[src/rtl/mmt_seq_ctrl_if.sv]
// Handshake and SRAM bus bundle of the MMT control sequencer.
// slave = sequencer side, master = datapath/stimulus side.
interface mmt_seq_ctrl_if #(
   parameter int AW = 13
);
   logic          in_valid;
   logic [7:0]    matrix;
   logic [1:0]    matrix_size;
   logic          in_valid2;
   logic [4:0]    matrix_idx;
   logic [1:0]    mode;
   logic          fetch_ready;
   logic          core_done;
   logic          sram_we;
   logic          sram_re;
   logic [AW-1:0] sram_addr;
   logic [7:0]    sram_wdata;
   logic          rd_tag_valid;
   logic [1:0]    rd_tag;
   logic [3:0]    rd_row;
   logic [3:0]    rd_col;
   logic [1:0]    cfg_size;
   logic          core_start;
   logic          busy;

   modport slave (
      input  in_valid, matrix, matrix_size,
      input  in_valid2, matrix_idx, mode,
      input  fetch_ready, core_done,
      output sram_we, sram_re, sram_addr, sram_wdata,
      output rd_tag_valid, rd_tag, rd_row, rd_col,
      output cfg_size, core_start, busy
   );

   modport master (
      output in_valid, matrix, matrix_size,
      output in_valid2, matrix_idx, mode,
      output fetch_ready, core_done,
      input  sram_we, sram_re, sram_addr, sram_wdata,
      input  rd_tag_valid, rd_tag, rd_row, rd_col,
      input  cfg_size, core_start, busy
   );
endinterface

[src/rtl/mmt_seq_ctrl.sv]
// MMT control sequencer: loads 32 matrices into the operand SRAM,
// then serves ROUNDS operand-fetch / core-start requests per load.
module mmt_seq_ctrl #(
   parameter int ROUNDS = 10,
   parameter int AW     = 13
) (
   input  logic           clk,
   input  logic           rst_n,
   mmt_seq_ctrl_if.slave  bus
);
   localparam int RW = $clog2(ROUNDS + 1);

   typedef enum logic [2:0] {
      S_IDLE,
      S_LOAD,
      S_WAIT2,
      S_GET_IDX,
      S_FETCH,
      S_KICK,
      S_WAIT_DONE
   } state_t;

   state_t        r_state, w_state;
   logic [4:0]    r_m, w_m;
   logic [3:0]    r_r, w_r;
   logic [3:0]    r_c, w_c;
   logic [1:0]    r_op, w_op;
   logic [4:0]    r_idx_a, w_idx_a;
   logic [4:0]    r_idx_b, w_idx_b;
   logic [4:0]    r_idx_c, w_idx_c;
   logic [1:0]    r_mode, w_mode;
   logic          r_icnt, w_icnt;
   logic [RW-1:0] r_round, w_round;

   logic          r_we, w_we;
   logic          r_re, w_re;
   logic [AW-1:0] r_addr, w_addr;
   logic [7:0]    r_wdata, w_wdata;
   logic [1:0]    r_iss_tag, w_iss_tag;
   logic [3:0]    r_iss_row, w_iss_row;
   logic [3:0]    r_iss_col, w_iss_col;
   logic          r_rvld;
   logic [1:0]    r_rtag;
   logic [3:0]    r_rrow;
   logic [3:0]    r_rcol;
   logic [1:0]    r_cfg, w_cfg;
   logic          r_start, w_start;
   logic          r_busy, w_busy;

   logic [1:0]    w_sz;
   logic [3:0]    w_nm1;
   logic          w_c_last;
   logic          w_r_last;
   logic          w_m_last;
   logic          w_ld;
   logic          w_fe;
   logic [4:0]    w_idx_cur;
   logic          w_tr;

   // The first load element arrives in IDLE, before cfg_size is latched.
   assign w_sz     = (r_state == S_IDLE) ? bus.matrix_size : r_cfg;
   assign w_nm1    = 4'((5'd2 << w_sz) - 5'd1);
   assign w_c_last = (r_c == w_nm1);
   assign w_r_last = (r_r == w_nm1);
   assign w_m_last = (r_m == 5'd31);
   assign w_tr     = (r_mode == r_op + 2'd1);

   always_comb begin
      w_idx_cur = r_idx_c;
      unique case (r_op)
         2'd0:    w_idx_cur = r_idx_a;
         2'd1:    w_idx_cur = r_idx_b;
         default: w_idx_cur = r_idx_c;
      endcase
   end

   always_comb begin
      w_state   = r_state;
      w_m       = r_m;
      w_r       = r_r;
      w_c       = r_c;
      w_op      = r_op;
      w_idx_a   = r_idx_a;
      w_idx_b   = r_idx_b;
      w_idx_c   = r_idx_c;
      w_mode    = r_mode;
      w_icnt    = r_icnt;
      w_round   = r_round;
      w_we      = 1'b0;
      w_re      = 1'b0;
      w_addr    = r_addr;
      w_wdata   = r_wdata;
      w_iss_tag = r_iss_tag;
      w_iss_row = r_iss_row;
      w_iss_col = r_iss_col;
      w_cfg     = r_cfg;
      w_ld      = 1'b0;
      w_fe      = 1'b0;

      unique case (r_state)
         S_IDLE: begin
            if (bus.in_valid) begin
               w_cfg   = bus.matrix_size;
               w_state = S_LOAD;
               w_ld    = 1'b1;
            end
         end
         S_LOAD: begin
            if (bus.in_valid) begin
               w_ld = 1'b1;
               if (w_c_last && w_r_last && w_m_last)
                  w_state = S_WAIT2;
            end
         end
         S_WAIT2: begin
            if (bus.in_valid2) begin
               w_idx_a = bus.matrix_idx;
               w_mode  = bus.mode;
               w_icnt  = 1'b0;
               w_state = S_GET_IDX;
            end
         end
         S_GET_IDX: begin
            if (!r_icnt) begin
               w_idx_b = bus.matrix_idx;
               w_icnt  = 1'b1;
            end else begin
               w_idx_c = bus.matrix_idx;
               w_op    = 2'd0;
               w_r     = 4'd0;
               w_c     = 4'd0;
               w_state = S_FETCH;
            end
         end
         S_FETCH: begin
            if (bus.fetch_ready) begin
               w_fe = 1'b1;
               if (r_op == 2'd2 && w_r_last && w_c_last)
                  w_state = S_KICK;
            end
         end
         S_KICK: begin
            w_state = S_WAIT_DONE;
         end
         S_WAIT_DONE: begin
            if (bus.core_done) begin
               if (r_round == RW'(ROUNDS - 1)) begin
                  w_round = '0;
                  w_state = S_IDLE;
               end else begin
                  w_round = r_round + 1'b1;
                  w_state = S_WAIT2;
               end
            end
         end
         default: w_state = S_IDLE;
      endcase

      // Load walk: c, then r, then matrix; all wrap back to 0 at the end.
      if (w_ld) begin
         w_we    = 1'b1;
         w_addr  = {r_m, r_r, r_c};
         w_wdata = bus.matrix;
         if (w_c_last) begin
            w_c = 4'd0;
            if (w_r_last) begin
               w_r = 4'd0;
               w_m = r_m + 5'd1;
            end else begin
               w_r = r_r + 4'd1;
            end
         end else begin
            w_c = r_c + 4'd1;
         end
      end

      // Fetch walk: logical r-major order, physical swap when transposed.
      if (w_fe) begin
         w_re      = 1'b1;
         w_addr    = w_tr ? {w_idx_cur, r_c, r_r}
                          : {w_idx_cur, r_r, r_c};
         w_iss_tag = r_op;
         w_iss_row = r_r;
         w_iss_col = r_c;
         if (w_c_last) begin
            w_c = 4'd0;
            if (w_r_last) begin
               w_r  = 4'd0;
               w_op = (r_op == 2'd2) ? 2'd0 : r_op + 2'd1;
            end else begin
               w_r = r_r + 4'd1;
            end
         end else begin
            w_c = r_c + 4'd1;
         end
      end

      w_start = (w_state == S_KICK);
      w_busy  = (w_state != S_IDLE);
   end

   always_ff @(posedge clk or negedge rst_n) begin
      if (!rst_n) begin
         r_state   <= S_IDLE;
         r_m       <= '0;
         r_r       <= '0;
         r_c       <= '0;
         r_op      <= '0;
         r_idx_a   <= '0;
         r_idx_b   <= '0;
         r_idx_c   <= '0;
         r_mode    <= '0;
         r_icnt    <= 1'b0;
         r_round   <= '0;
         r_we      <= 1'b0;
         r_re      <= 1'b0;
         r_addr    <= '0;
         r_wdata   <= '0;
         r_iss_tag <= '0;
         r_iss_row <= '0;
         r_iss_col <= '0;
         r_rvld    <= 1'b0;
         r_rtag    <= '0;
         r_rrow    <= '0;
         r_rcol    <= '0;
         r_cfg     <= '0;
         r_start   <= 1'b0;
         r_busy    <= 1'b0;
      end else begin
         r_state   <= w_state;
         r_m       <= w_m;
         r_r       <= w_r;
         r_c       <= w_c;
         r_op      <= w_op;
         r_idx_a   <= w_idx_a;
         r_idx_b   <= w_idx_b;
         r_idx_c   <= w_idx_c;
         r_mode    <= w_mode;
         r_icnt    <= w_icnt;
         r_round   <= w_round;
         r_we      <= w_we;
         r_re      <= w_re;
         r_addr    <= w_addr;
         r_wdata   <= w_wdata;
         r_iss_tag <= w_iss_tag;
         r_iss_row <= w_iss_row;
         r_iss_col <= w_iss_col;
         r_rvld    <= r_re;
         r_rtag    <= r_iss_tag;
         r_rrow    <= r_iss_row;
         r_rcol    <= r_iss_col;
         r_cfg     <= w_cfg;
         r_start   <= w_start;
         r_busy    <= w_busy;
      end
   end

   assign bus.sram_we      = r_we;
   assign bus.sram_re      = r_re;
   assign bus.sram_addr    = r_addr;
   assign bus.sram_wdata   = r_wdata;
   assign bus.rd_tag_valid = r_rvld;
   assign bus.rd_tag       = r_rtag;
   assign bus.rd_row       = r_rrow;
   assign bus.rd_col       = r_rcol;
   assign bus.cfg_size     = r_cfg;
   assign bus.core_start   = r_start;
   assign bus.busy         = r_busy;
endmodule

[src/flat_wrapper.sv]
// flat-port wrapper written by rule: the top's interface ports become plain ports
module mmt_seq_ctrl_flat 
#(
   parameter int ROUNDS = 10,
   parameter int AW     = 13
)
  (clk, rst_n, bus_in_valid, bus_matrix, bus_matrix_size, bus_in_valid2, bus_matrix_idx, bus_mode, bus_fetch_ready, bus_core_done, bus_sram_we, bus_sram_re, bus_sram_addr, bus_sram_wdata, bus_rd_tag_valid, bus_rd_tag, bus_rd_row, bus_rd_col, bus_cfg_size, bus_core_start, bus_busy);
  mmt_seq_ctrl_if #(.AW(AW)) bus_i ();
  input  logic clk;
  input  logic rst_n;
  input wire logic [$bits(bus_i.in_valid)-1:0] bus_in_valid;
  input wire logic [$bits(bus_i.matrix)-1:0] bus_matrix;
  input wire logic [$bits(bus_i.matrix_size)-1:0] bus_matrix_size;
  input wire logic [$bits(bus_i.in_valid2)-1:0] bus_in_valid2;
  input wire logic [$bits(bus_i.matrix_idx)-1:0] bus_matrix_idx;
  input wire logic [$bits(bus_i.mode)-1:0] bus_mode;
  input wire logic [$bits(bus_i.fetch_ready)-1:0] bus_fetch_ready;
  input wire logic [$bits(bus_i.core_done)-1:0] bus_core_done;
  output wire logic [$bits(bus_i.sram_we)-1:0] bus_sram_we;
  output wire logic [$bits(bus_i.sram_re)-1:0] bus_sram_re;
  output wire logic [$bits(bus_i.sram_addr)-1:0] bus_sram_addr;
  output wire logic [$bits(bus_i.sram_wdata)-1:0] bus_sram_wdata;
  output wire logic [$bits(bus_i.rd_tag_valid)-1:0] bus_rd_tag_valid;
  output wire logic [$bits(bus_i.rd_tag)-1:0] bus_rd_tag;
  output wire logic [$bits(bus_i.rd_row)-1:0] bus_rd_row;
  output wire logic [$bits(bus_i.rd_col)-1:0] bus_rd_col;
  output wire logic [$bits(bus_i.cfg_size)-1:0] bus_cfg_size;
  output wire logic [$bits(bus_i.core_start)-1:0] bus_core_start;
  output wire logic [$bits(bus_i.busy)-1:0] bus_busy;
  assign bus_i.in_valid = bus_in_valid;
  assign bus_i.matrix = bus_matrix;
  assign bus_i.matrix_size = bus_matrix_size;
  assign bus_i.in_valid2 = bus_in_valid2;
  assign bus_i.matrix_idx = bus_matrix_idx;
  assign bus_i.mode = bus_mode;
  assign bus_i.fetch_ready = bus_fetch_ready;
  assign bus_i.core_done = bus_core_done;
  assign bus_sram_we = bus_i.sram_we;
  assign bus_sram_re = bus_i.sram_re;
  assign bus_sram_addr = bus_i.sram_addr;
  assign bus_sram_wdata = bus_i.sram_wdata;
  assign bus_rd_tag_valid = bus_i.rd_tag_valid;
  assign bus_rd_tag = bus_i.rd_tag;
  assign bus_rd_row = bus_i.rd_row;
  assign bus_rd_col = bus_i.rd_col;
  assign bus_cfg_size = bus_i.cfg_size;
  assign bus_core_start = bus_i.core_start;
  assign bus_busy = bus_i.busy;
  mmt_seq_ctrl #(.ROUNDS(ROUNDS), .AW(AW)) u_core (.clk(clk), .rst_n(rst_n), .bus(bus_i));
endmodule
[config.mk]
export PLATFORM = sky130hd
export DESIGN_NAME = mmt_seq_ctrl_flat
export DESIGN_NICKNAME = d
export VERILOG_FILES = /design/src/rtl/mmt_seq_ctrl_if.sv /design/src/rtl/mmt_seq_ctrl.sv /design/src/flat_wrapper.sv
export SDC_FILE = /design/constraint.sdc
export NUM_CORES = 1
export LEC_CHECK = 0
export ABC_AREA = 1
export CELL_PAD_IN_SITES_DETAIL_PLACEMENT = 0
export CELL_PAD_IN_SITES_GLOBAL_PLACEMENT = 1
export CORE_ASPECT_RATIO = 0.7
export CORE_UTILIZATION = 37
export DETAILED_ROUTE_END_ITERATION = 8
export PLACE_DENSITY = 0.77
export REMOVE_ABC_BUFFERS = 1
export SETUP_SLACK_MARGIN = 0.02
export SYNTH_ARGS = -nofsm -noshare
export SYNTH_HDL_FRONTEND = slang
export SYNTH_SLANG_ARGS = --single-unit
[constraint.sdc]
create_clock -name clk -period 1.9 [get_ports clk]
set_clock_uncertainty 0.15 [all_clocks]
set_input_delay 0.38 -clock clk [delete_from_list [all_inputs] [get_ports clk]]
set_output_delay 0.38 -clock clk [all_outputs]
set_load 0.02 [all_outputs]
==> flow_metrics.env <==
export IMPL_cp_depth=14
export IMPL_clk_path_buf_depth=2
export IMPL_grt_pass1_wl_um=15700
export IMPL_vdd_ir_drop_worst_v=0.000772
export IMPL_die_area_mm2=0.0113
export IMPL_diodes=0
export IMPL_worst_path_most_repeated_cell="nand2_4"
export IMPL_crit_buf_inv=4
export IMPL_cts_root_buffer="clkbuf_16"
export IMPL_maxSlewViolCount=0
export IMPL_post_dp_cell_area_mm2=0.00505
export IMPL_r2r_start="u_core.r_state[1]"
export IMPL_r2r_slack_ns=-0.19
export IMPL_clk_pin_slew_ns=0.06
export IMPL_top_layer="met4"
export IMPL_slew_headroom_pct=74.0
export IMPL_wl_per_cell_um=14.0
export IMPL_start_util_pct=38.5
export IMPL_coreArea_mm2=0.0104
export IMPL_post_route_period_util_pct=110
export IMPL_globalplace_congestion=0.841
export IMPL_dr_wl_met3_um=605
export IMPL_grt_max_degree=35
export IMPL_power_w=0.00983
export IMPL_endpoint_kind="flop"
export IMPL_antenna_left=0
export IMPL_numCtsBuffers=9
export IMPL_hold_viol=0
export IMPL_dp_hpwl_um=6970
export IMPL_layout_min_cycle_time_ns=2.09
export IMPL_finalSetupViolations=16
export IMPL_die_x_um=127
export IMPL_drc=0
export IMPL_crit_end="u_core.r_c[1]"
export IMPL_min_path_type="flop to flop"
export IMPL_fin_nets=603
export IMPL_setup_worst_path_start="u_core.r_state[1]"
export IMPL_avgSynthCellArea_um2=8.72
export IMPL_status="finished with violations"
export IMPL_grt_ovfl_total=0
export IMPL_ys_seq_area_share_pct=54.8
export IMPL_synth_area_leader_cell="dfrtp_1"
export IMPL_finalInstanceArea_mm2=0.00581
export IMPL_worst_setup_path_type="flop to flop"
export IMPL_clkSinkCount=88
export IMPL_rsz0062_at_grt="true"
export IMPL_cp_max_fo=6
export IMPL_drt_initial_drc_count=163
export IMPL_max_freq_mhz=479
export IMPL_p_leak_nw=2.94
export IMPL_yosys_warnings=0
export IMPL_max_cap_viol_count=0
export IMPL_crit_arrival_ns=2.16
export IMPL_synth_top_area_share_pct=54.8
export IMPL_grt_antenna_before_repair=0
export IMPL_reg2regPathDepth=14
export IMPL_cts_max_level=3
export IMPL_crit_family="simple AND/OR/NAND/NOR gates"
export IMPL_drt_total_wl_um=9930
export IMPL_cp_slowest_cell="dfrtp_1"
export IMPL_p_per_area_mw_per_mm2=1690
export IMPL_vias_per_cell=4.85
export IMPL_met2_length_um=4190
export IMPL_cts_tree="built"
export IMPL_worstPathCellList="nor2_4, buf_12, nand2_8, nand2_4, nand2_4, nand2_4, nand2_2, nand2_4, nand3_4, buf_6, buf_4, buf_4, nand3_1, o21ai_0"
export IMPL_firstDrtPassIters=4
export IMPL_tightest_slew_ns=0.389
export IMPL_ios=61
export IMPL_areaGrowthSynthToFinish_pct=44.6
export IMPL_drive_gt1_share_pct=21.0
export IMPL_violations="setup timing"
export IMPL_synthesis_area_mm2=0.00402
export IMPL_vias=3437
export IMPL_cp_slowest_stage_delay_ns=0.41
export IMPL_ys_ff_latch=88
export IMPL_synth_area_leaders="dfrtp_1 (55%), nand2_1 (12%), o21ai_0 (7.7%)"
export IMPL_rows=31
export IMPL_grt_pass1_vias=3167
export IMPL_floorplan_die_height_um=89.2
export IMPL_track_usage_pct=18.3
export IMPL_io_buffers=60
export IMPL_synth_cell_types=29
export IMPL_wl_met1_um=5040
export IMPL_required_ns=1.97
export IMPL_layout_setup_ws_ns=-0.186
export IMPL_reg2reg_to="u_core.r_c[1]"
export IMPL_clk_latency_ns=0.34
export IMPL_worstSetupStartpointType="flop"
export IMPL_syn_inst=461
logic make-up (layout without fill, tap and decap cells):
group / after synthesis / count (layout) / share of synthesized area (%)
buffers and inverters: 70 / 185 / 6.63
AO/OA/AOI/OAI: 79 / 79 / 10.6
adder cells (fa/ha/maj): 8 / 8 / 2.49
flip-flops: 88 / 88 / 54.8
AND/OR/NAND/NOR: 205 / 205 / 23.0
XOR/XNOR: 11 / 11 / 2.40
sequential cells by signal (all words and copies together), names as in the netlist, 3 cells and up:
| signal | count |
|---|---|
| u_core.bus.sram_addr | 13 |
| u_core.r_state | 3 |
| u_core.r_idx_c | 5 |
| u_core.r_r | 4 |
| u_core.bus.rd_col | 4 |
| u_core.r_iss_col | 4 |
| u_core.r_iss_row | 4 |
| u_core.r_round | 4 |
| u_core.r_idx_b | 5 |
| u_core.bus.rd_row | 4 |
| u_core.r_m | 5 |
| u_core.bus.sram_wdata | 8 |
| u_core.r_c | 4 |
| u_core.r_idx_a | 5 |
worst min path at each step:
stage	to	from	depth (start not counted)	slack [ns]
3_5_place_dp	u_core.r_round[1]	rst_n	1	0.18
2_1_floorplan	u_core.bus.busy	rst_n	0	-0.07
6_report	u_core.bus.rd_col[2]	u_core.r_iss_col[2]	0	0.22
3_3_place_gp	u_core.r_round[1]	rst_n	1	0.17
5_1_grt	u_core.bus.rd_col[3]	u_core.r_iss_col[3]	0	0.23
4_1_cts	u_core.bus.rd_col[2]	u_core.r_iss_col[2]	0	0.22
layout by cell type, fill, tap and decap left out, drive strengths merged:
cell / netlist / layout
nand4: 2 / 2
clkinv: 0 / 1
nor3: 4 / 4
ha: 8 / 8
o32ai: 1 / 1
dlymetal6s2s: 0 / 11
clkbuf: 9 / 12
xnor2: 3 / 3
bufinv: 0 / 2
dlygate4sd3: 0 / 1
xor2: 8 / 8
clkdlybuf4s50: 0 / 47
dfrtp: 88 / 88
o21bai: 1 / 1
o31ai: 1 / 1
dlygate4sd2: 0 / 1
nor2: 30 / 30
buf: 3 / 52
o22ai: 7 / 7
nand3: 34 / 34
nand2: 134 / 134
o21ai: 63 / 63
inv: 58 / 58
nor4: 1 / 1
o211ai: 6 / 6
synthesized netlist by cell type:
cell and number:
nand2_1 124, dfrtp_1 88, o21ai_0 62, inv_1 56
nand3_1 30, nor2_1 23, clkbuf_1 9, nand2_2 9
ha_1 8, xor2_1 8, o22ai_1 7, o211ai_1 6
nor2_2 5, buf_2 3, nand3_2 3, xnor2_1 3
inv_2 2, nand4_1 2, nor2_4 2, nor3_1 2
nand2_4 1, nand3_4 1, nor3_2 1, nor3_4 1
nor4_1 1, o21ai_1 1, o21bai_1 1, o31ai_1 1
o32ai_1 1
what timing repair did:
item | in CTS | in global routing
hold buffers | 1 | 0
hold endpoints to repair | 23 | 0
cloned | 0 | 0
pin swaps | 2 | 19
gates resized for setup | 12 | 74
buffers inserted | 2 | 13
endpoints found under the setup margin | 17 | 50
report_power, final:
part           leakage [nW]  switching (W)  internal, W
Sequential             1.10       0.000493      0.00264
Clock                 0.159       0.000701      0.00121
Combinational          1.68        0.00270      0.00208
cell type report:
type / count / area, um^2
fill: 888 / 4620
sequential: 88 / 2200
clock buffer: 12 / 256
clock inverter: 3 / 65.1
timing repair buffer: 112 / 1110
tap: 132 / 165
inverter: 58 / 220
multi-input combinational: 303 / 1800
layer usage:
layer  global-route usage, %  vias to the layer above
met2                    27.4                       96
met1                    26.1                     1632
met5                       0                        -
met3                    5.27                        8
met4                    4.82                        0
li1                        -                     1701
metrics by stage:
step	hold slack, ns	setup TNS [ns]	std cells	utilization (%)	worst slack [ns]
floorplan	-0.0656	-7.09	449	-	-0.519
global placement	0.171	-7.28	677	48.4	-0.376
detailed placement	0.181	-7.44	677	48.4	-0.413
CTS	0.222	-1.20	695	52.1	-0.130
global route	0.234	-3.84	708	55.7	-0.318
finish	0.222	-1.72	708	55.7	-0.186
Power figures use the tool's default switching activity.
